--- config.mk ---
export PLATFORM = sky130hd
export DESIGN_NAME = mux4_rr_arbiter
export DESIGN_NICKNAME = d
export VERILOG_FILES = /design/src/rtl/mux4_rr_arbiter_pkg.sv /design/src/rtl/mux4_rr_arbiter_mux4.sv /design/src/rtl/mux4_rr_arbiter.sv
export SDC_FILE = /design/constraint.sdc
export NUM_CORES = 1
export LEC_CHECK = 0
export BUFFER_PORTS_ARGS = -buffer_cell sky130_fd_sc_hd__buf_2
export CAP_MARGIN = 20
export CORE_MARGIN = 3
export CORE_UTILIZATION = 45
export CTS_CLUSTER_SIZE = 20
export DETAILED_ROUTE_END_ITERATION = 8
export GPL_TIMING_DRIVEN = 0
export HOLD_SLACK_MARGIN = 0.05
export PLACE_DENSITY_LB_ADDON = 0.2
export SLEW_MARGIN = 10
export SYNTH_ARGS = -nofsm -noshare
export SYNTH_HDL_FRONTEND = slang
export SYNTH_SLANG_ARGS = --single-unit
--- constraint.sdc ---
create_clock -name clk_i -period 3.4 [get_ports clk_i]
set_input_delay 0.17 -clock clk_i [delete_from_list [all_inputs] [get_ports clk_i]]
set_output_delay 0.17 -clock clk_i [all_outputs]
set_load 0.1 [all_outputs]
--- src/rtl/mux4_rr_arbiter_pkg.sv ---
// Shared constants and types for the four-way round-robin mux arbiter.
// Optional grant statistics are enabled by defining MUX4_RR_ARBITER_STATS_EN.
package mux4_arb_pkg;

    localparam int NUM_REQ     = 4;
    localparam int SEL_W       = 2;
    localparam int STATS_CNT_W = 16;

    typedef enum logic {
        ST_IDLE  = 1'b0,
        ST_GRANT = 1'b1
    } state_e;

endpackage

--- src/rtl/mux4_rr_arbiter_mux4.sv ---
// Plain 4:1 data mux shared by the four requesters; no storage.
module mux4_rr_arbiter_mux4 #(
    parameter int WIDTH = 8
) (
    input  logic [1:0]       sel_i,
    input  logic [WIDTH-1:0] d0_i,
    input  logic [WIDTH-1:0] d1_i,
    input  logic [WIDTH-1:0] d2_i,
    input  logic [WIDTH-1:0] d3_i,
    output logic [WIDTH-1:0] y_o
);

    // Select one requester word.
    always_comb begin
        y_o = d0_i;
        case (sel_i)
            2'd0:    y_o = d0_i;
            2'd1:    y_o = d1_i;
            2'd2:    y_o = d2_i;
            default: y_o = d3_i;
        endcase
    end

endmodule

--- src/rtl/mux4_rr_arbiter.sv ---
// Round-robin arbiter in front of a shared 4:1 data mux with valid/ready output.
// Define MUX4_RR_ARBITER_STATS_EN to add per-requester saturating grant counters.
//
// state    | meaning
// ---------+------------------------------------------------------------
// ST_IDLE  | no grant; valid_o=0, waiting for any request
// ST_GRANT | grant_o/sel_o frozen, valid_o=1 until the sink takes the word
module mux4_rr_arbiter
    import mux4_arb_pkg::*;
#(
    parameter int WIDTH = 8
) (
    input  logic               clk_i,
    input  logic               rst_i,
    input  logic [3:0]         req_i,
    input  logic [WIDTH-1:0]   d0_i,
    input  logic [WIDTH-1:0]   d1_i,
    input  logic [WIDTH-1:0]   d2_i,
    input  logic [WIDTH-1:0]   d3_i,
    input  logic               ready_i,
    output logic               valid_o,
    output logic [WIDTH-1:0]   data_o,
    output logic [1:0]         sel_o,
    output logic [3:0]         grant_o,
    output logic [3:0]         ack_o
`ifdef MUX4_RR_ARBITER_STATS_EN
    ,
    output logic [NUM_REQ*STATS_CNT_W-1:0] grant_cnt_o
`endif
);

    state_e                   state_q, state_d;
    logic [SEL_W-1:0]         ptr_q, ptr_d;
    logic [SEL_W-1:0]         sel_q, sel_d;
    logic [NUM_REQ-1:0]       grant_q, grant_d;
    logic [SEL_W:0]           pick;

    // First set bit at or after ptr, wrapping 3->0; MSB flags "found".
    function automatic logic [SEL_W:0] rr_search(
        input logic [NUM_REQ-1:0] req,
        input logic [SEL_W-1:0]   ptr
    );
        logic             found;
        logic [SEL_W-1:0] idx;
        logic [SEL_W-1:0] win;
        found = 1'b0;
        win   = '0;
        for (int i = 0; i < NUM_REQ; i++) begin
            idx = ptr + i[SEL_W-1:0];
            if (!found && req[idx]) begin
                found = 1'b1;
                win   = idx;
            end
        end
        return {found, win};
    endfunction

    // Next-state, pointer and grant selection; a transfer re-arbitrates in the same cycle.
    always_comb begin
        state_d = state_q;
        ptr_d   = ptr_q;
        sel_d   = sel_q;
        grant_d = grant_q;
        pick    = '0;
        case (state_q)
            ST_IDLE: begin
                pick = rr_search(req_i, ptr_q);
                if (pick[SEL_W]) begin
                    state_d = ST_GRANT;
                    sel_d   = pick[SEL_W-1:0];
                    grant_d = 4'b0001 << pick[SEL_W-1:0];
                end
            end
            ST_GRANT: begin
                if (ready_i) begin
                    // The just-served requester sits out one cycle.
                    ptr_d = sel_q + 2'd1;
                    pick  = rr_search(req_i & ~grant_q, sel_q + 2'd1);
                    if (pick[SEL_W]) begin
                        sel_d   = pick[SEL_W-1:0];
                        grant_d = 4'b0001 << pick[SEL_W-1:0];
                    end else begin
                        state_d = ST_IDLE;
                        grant_d = '0;
                    end
                end
            end
            default: begin
                state_d = ST_IDLE;
                grant_d = '0;
            end
        endcase
    end

    // State, pointer and grant registers; reset drops any word in flight.
    always_ff @(posedge clk_i or posedge rst_i) begin
        if (rst_i) begin
            state_q <= ST_IDLE;
            ptr_q   <= '0;
            sel_q   <= '0;
            grant_q <= '0;
        end else begin
            state_q <= state_d;
            ptr_q   <= ptr_d;
            sel_q   <= sel_d;
            grant_q <= grant_d;
        end
    end

    assign valid_o = (state_q == ST_GRANT);
    assign sel_o   = sel_q;
    assign grant_o = grant_q;
    assign ack_o   = (valid_o && ready_i) ? grant_q : 4'b0000;

    mux4_rr_arbiter_mux4 #(
        .WIDTH (WIDTH)
    ) u_mux4 (
        .sel_i (sel_q),
        .d0_i  (d0_i),
        .d1_i  (d1_i),
        .d2_i  (d2_i),
        .d3_i  (d3_i),
        .y_o   (data_o)
    );

`ifdef MUX4_RR_ARBITER_STATS_EN
    logic [STATS_CNT_W-1:0] cnt_q [NUM_REQ];
    logic [STATS_CNT_W-1:0] cnt_d [NUM_REQ];

    // Count acknowledged transfers per requester, holding at all-ones.
    always_comb begin
        for (int i = 0; i < NUM_REQ; i++) begin
            cnt_d[i] = cnt_q[i];
            if (ack_o[i] && (cnt_q[i] != {STATS_CNT_W{1'b1}})) begin
                cnt_d[i] = cnt_q[i] + 1'b1;
            end
        end
    end

    // Counter registers, cleared with the rest of the arbiter.
    always_ff @(posedge clk_i or posedge rst_i) begin
        if (rst_i) begin
            for (int i = 0; i < NUM_REQ; i++) begin
                cnt_q[i] <= '0;
            end
        end else begin
            for (int i = 0; i < NUM_REQ; i++) begin
                cnt_q[i] <= cnt_d[i];
            end
        end
    end

    for (genvar g = 0; g < NUM_REQ; g++) begin : g_cnt_pack
        assign grant_cnt_o[g*STATS_CNT_W +: STATS_CNT_W] = cnt_q[g];
    end
`endif

endmodule

==> results.md, run 1 <==
- Status: completed
- Worst skew pair latency: 260 ps
- Final instance area: 1285 um^2
- Fin Setup TNS: 0 ps
- CTS tree: done
- Most frequent cells in the layout: buf_2 (58), inv_1 (16), nand2_1 (10), nor2_1 (10), dfrtp_1 (9)
- CTS clk-pin slew, worst paths: 60 ps
- Yosys top cell area share: 0.2416
- Unrepaired setup endpoints after global routing: false
- Grt total ovfl: 0
- Worst r2r src: sel_o[0]
- #FFs+latches synth: 9
- Area leader, netlist: dfrtp_1
- Hold WC Path Type: input pin to register
- Commonest non-fill, non-tap cell in the layout: buf_2
- Global-route wire length before repair: between 4 and 5 mm
- # rows: 15
- Final net count: between 200 and 250
- Cell area after synthesis: just over 900 um^2
- Post-synth EDFFs: 0
- Crit path launch type: register
- Post-route ant nets: 0
- Synth async-reset ratio: 1.000
- Critical path required time: 3230 ps
- Via count: 1,121
- Die ar.: 2653 um^2
- Starting Density: 0.5068
- Routed WL per cell: between 10 and 15 um
- Yosys cell types: 36
- Syn Nets: 158
- Post-cts resize count: 0
- Max-cap viol count: 0
- Chip height: just over 50 um
- Worst hold path cell count: 2
- Number of DRC markers in iteration 0: between 40 and 50
- RePlAce Congestion: ~0.8
- CP Class: register to primary output
- Vias in the first global route: 1,066
- TritonRoute pass-1 iters: 4
- R2R depth: 6
- Share of layout cells above drive strength 1: 0.4011
- Mean post-synth cell area: 8.106 um^2
- Crit Path Max Fanout: 9
- H-tree Lvls: 1
- # setup viols final: 0
- Core area: between 1500 and 2000 um^2
- Clock sinks: 9
- Cts bufs inserted: 3
- Seq/Total Area, Yosys: 0.2416
- Port buffer count: 57
- Reg2Reg Setup Slack: roughly 1400 ps
- Crit share post-route: 0.6957
- FF-to-FF End: grant_o[3]
- Area Overhead vs Synth: 37.85%
- Tmin final: between 2000 and 2500 ps
- Yosys warnings: 0
- IO Pins: 58
- Actual slew at the worst max-slew pin: roughly 600 ps
- Max Fclk: roughly 0.42 GHz
- Setup Skew: ~0.34 ps
- Max clock buf depth: 2
- Ys flop type: dfrtp_1
- Worst EP arrival: about 2200 ps
- Relative slew slack: 0.6017
- Routed WL: between 2 and 3 mm
- CTS Root Cell: clkbuf_4
- DP HPWL: 2.328 mm
- Initial antenna violation count: 0
- Top cells by area, synth: dfrtp_1 (24%), a222oi_1 (8.6%), mux2i_1 (8.6%), inv_1 (6.4%), ha_1 (5.4%)
- CP Capture Type: primary output
- Final hold vios: 0
- GRT Resource Usage Total: 0.2178
- Synth Instances: between 100 and 150
- Pin count of the biggest net entering global routing: 11
- Residual DRC count: 0
- Placement Cell Area: 1249 um^2
- DR vias/cell: between 5 and 6
- Chip Width: between 50 and 60 um
- Slew Limit Fails: 0
- Antenna Diode Count: 0
- Hold_sp: ready_i
- Worst hold path endpoint: valid_o
==> stage by stage <==
| step | hold WS, ps | std cells | util | setup slack [ps] |
|---|---|---|---|---|
| final | 167.1 | 202 | 0.6986 | 1035 |
| after global routing | 191.6 | 202 | 0.6986 | 929.1 |
| after CTS | 166.3 | 202 | 0.6986 | 1039 |
| after detailed placement | 158.5 | 197 | 0.6789 | 1349 |
| after global placement | 148.7 | 197 | 0.6789 | 1401 |
| after floorplan | -2.082 | 115 | - | -109.3 |
==> kinds of logic after synthesis <==
kind of cell               Yosys count  share of synthesized area
and+or+nand+nor                     46                     0.2725
adders and majority gates            4                    0.05369
buffers and inverters               21                    0.08590
DFF                                  9                     0.2416
AOI/OAI and AO/OA                   27                     0.2604
muxes                                8                    0.08591
==> cell usage after synthesis, types with 2 or more instances <==
library cell and count:
nor4_1 2, nor2_1 10, mux2i_1 8, a21oi_1 4, a222oi_1 8, dfrtp_1 9, and3_1 3, nand3b_1 2
and2b_4 2, nor3_1 4, ha_1 4, nand2b_1 3, clkbuf_1 3, o21ai_0 2, nand2_1 10, o221ai_1 2
nor2b_1 4, inv_1 16, a221oi_2 2
==> sequential cells by signal, indices dropped and copies added, names as in the netlist <==
name	cells
sel_o	2
ptr_q	2
grant_o	4
valid_o	1
==> layout make-up <==
type,count,area [um^2]
inverter,16,60.06
buffer,5,20.02
clock buffer,4,26.28
multi-input combinational,85,626.9
timing repair buffer,58,295.3
fill,170,554.3
tap,25,31.28
sequential,9,225.2
==> how the worst max path moves through the flow <==
stage / from / end / slack [ps] / depth (start not counted)
final: sel_o[0] / data_o[6] / 1030 / 4
after detailed placement: sel_o[0] / data_o[2] / 1350 / 4
after CTS: sel_o[0] / data_o[2] / 1040 / 4
after floorplan: sel_o[0] / data_o[0] / -110 / 3
after global routing: sel_o[0] / data_o[6] / 930 / 6
after global placement: sel_o[0] / data_o[5] / 1400 / 4
==> worst max-delay path, stage by stage (launching register included) <==
cell and delay [ps]:
dfrtp_1 530, ha_1 200, clkbuf_1 470, mux2i_1 270
buf_2 460
==> layer usage <==
| metal | share of wire | vias up | track usage | wire length [um] |
|---|---|---|---|---|
| met5 | 0 | - | 0 | 0 |
| met4 | 0.011 | 0 | 0.06550 | 31 |
| met3 | 0.082 | 4 | 0.03725 | 232 |
| met2 | 0.48 | 49 | 0.3792 | 1366 |
| met1 | 0.42 | 524 | 0.2734 | 1199 |
| li1 | - | 544 | - | - |
==> repair_timing <==
action,4_1_cts,5_1_grt
buffers inserted,0,0
setup endpoints to repair,0,0
hold buffers,1,0
hold endpoints to repair,9,0
Power of run 1 is left out: the tool's default activity adds up to more than one toggle a clock period on the data nets, which glitch-free logic cannot reach.
==> run 2: changes to the inputs <==
Settings changed: CORE_UTILIZATION 45 to 42.
Clock period 3.4 ns to 2.2 ns, I/O delays scaled along.
==> run 2 against run 1 <==
Compared with the run above: design area grew 12%; die area grew 6.3%; utilization grew 1.1 points; global-route usage grew 0.54 points; sequential cell count is the same; worst hold slack lost 60 ps; non-clock buffer count shrank 2; setup slack lost 910 ps; count of clock-buffer cells in the layout is the same; critical path depth grew 1; sequential share of layout area shrank 1.3 points; critical path type unchanged.
==> results.md, run 2 (synthesis results as in run 1) <==
- Placement Cell Area: 1368 um^2
- DP HPWL: approximately 2.3 mm
- Fin Setup TNS: 0 ps
- Relative slew slack: 0.6344
- Actual slew at the worst max-slew pin: 548.4 ps
- Slew Limit Fails: 0
- Share of layout cells above drive strength 1: 0.4800
- Final instance area: ~1400 um^2
- Number of flip-flops in the largest register: 4
- Cts bufs inserted: 3
- CTS Root Cell: clkbuf_4
- Residual DRC count: 0
- DR vias/cell: 5.564
- CTS clk-pin slew, worst paths: ~70 ps
- Grt total ovfl: 0
- Area Overhead vs Synth: 53.96%
- Die ar.: between 2000 and 3000 um^2
- Vias in the first global route: ~1,100
- Starting Density: 0.4610
- CP Capture Type: primary output
- Tmin final: between 2000 and 2500 ps
- Max-cap viol count: 0
- Chip Width: between 50 and 60 um
- Crit-path slowest cell: a222oi_1
- Number of DRC markers in iteration 0: 57
- Unrepaired setup endpoints after global routing: false
- Port buffer count: 57
- Routed WL: 2.968 mm
- Critical path required time: approximately 2100 ps
- Global-route wire length before repair: ~4.7 mm
- # rows: 16
- Hold WC Path Type: input pin to register
- CTS tree: done
- Crit Path Max Fanout: 8
- Pin count of the biggest net entering global routing: 11
- Crit path launch type: register
- Core area: between 2000 and 2500 um^2
- Metal2 WL: roughly 1.4 mm
- H-tree Lvls: 1
- Status: completed
- Worst skew pair latency: between 200 and 300 ps
- TritonRoute pass-1 iters: 4
- Max Fclk: just under 0.5 GHz
- Initial antenna violation count: 0
- Final hold vios: 0
- Final net count: 219
- # setup viols final: 0
- Setup Skew: between 9 and 10 ps
- Most frequent cells in the layout: buf_2 (50), inv_1 (16), nand2_1 (10)
- Chip height: 53.11 um
- Met3 wire len: approximately 310 um
- Antenna Diode Count: 0
- Crit share post-route: 0.9436
- Clock sinks: 9
- Critical path, cell by cell: inv_1 > ha_1 > a222oi_1 > mux2i_4 > buf_6
- Worst hold margin: around 110 ps
- Fill count: between 150 and 200
- Top sig layer: met4
- RePlAce Congestion: slightly below 0.9
- IO Pins: just under 60
- Worst EP arrival: roughly 2000 ps
- Commonest non-fill, non-tap cell in the layout: buf_2
- Slowest Stage Delay on Critical Path: between 500 and 600 ps
- CP Class: register to primary output
- Via count: 1,124
- Routed WL per cell: between 10 and 15 um
- Max clock buf depth: 2
- Post-route ant nets: 0
- GRT Resource Usage Total: 0.2233
- Metal-1 WL: approximately 1.2 mm
[run 2: cell types whose count changed in the layout (fill, tap and decap cells not counted)]
cell	delta
buf_2	-8
clkbuf_1	-3
dfrtp_4	+2
buf_4	+5
buf_1	-1
dfrtp_1	-2
nor2_4	+1
buf_6	+4
mux2i_1	-8
clkbuf_2	+1
nor2_1	-1
mux2i_4	+8
[run 2: worst max-delay path, delay by kind of cell, from the launching register on]
family          cells  cell delay (ps)
mux                 1              120
buf+inv             2              290
fa+ha+maj           1              310
compound gates      1              530
flops               1              430
[run 2: path summary, 6_finish.rpt]
check | startpoint | to | slack [ps] | cells after the start
max | sel_o[0] | data_o[4] | 120 | 5
min | ready_i | valid_o | 110 | 2
max reg2reg | sel_o[0] | grant_o[1] | 350 | 7
min reg2reg | ptr_q[0] | ptr_q[0] | 520 | 2
max in group asynchronous | rst_i | sel_o[1] | 1540 | 3
min in group asynchronous | rst_i | sel_o[0] | 340 | 3
[run 2: through the flow]
step                      utilization  cells  setup slack [ps]
after floorplan                     -    115             59.37
after global placement         0.6764    199             230.9
after detailed placement       0.6764    199             178.8
after CTS                      0.7135    205             34.22
after global routing           0.7098    202             47.43
final                          0.7098    202             124.2
[run 2: area by class of cell]
cell class	instances	area (um^2)	share of cell area
plain buffers	2	10.01	0.006975
repair buffers	59	337.8	0.2354
clock buffers	4	26.28	0.01831
inverters	16	60.06	0.04185
well taps	27	33.78	0.02354
flip-flops and latches	9	232.7	0.1622
multi-input cells	85	734.5	0.5118
[run 2: metal layers]
metal / track usage / vias up
met5: 0 / -
met4: 0.09787 / 0
met3: 0.03380 / 7
met2: 0.4132 / 67
met1: 0.2478 / 510
li1: - / 540
[run 2: repair_timing]
item / in CTS / in global routing
endpoints found under the hold margin: 9 / 0
pin swaps: 4 / 5
endpoints found under the setup margin: 8 / 8
setup buffers: 1 / 0
hold buffers: 1 / 0
gates resized for setup: 11 / 1
Power of run 2 is left out for the same reason.
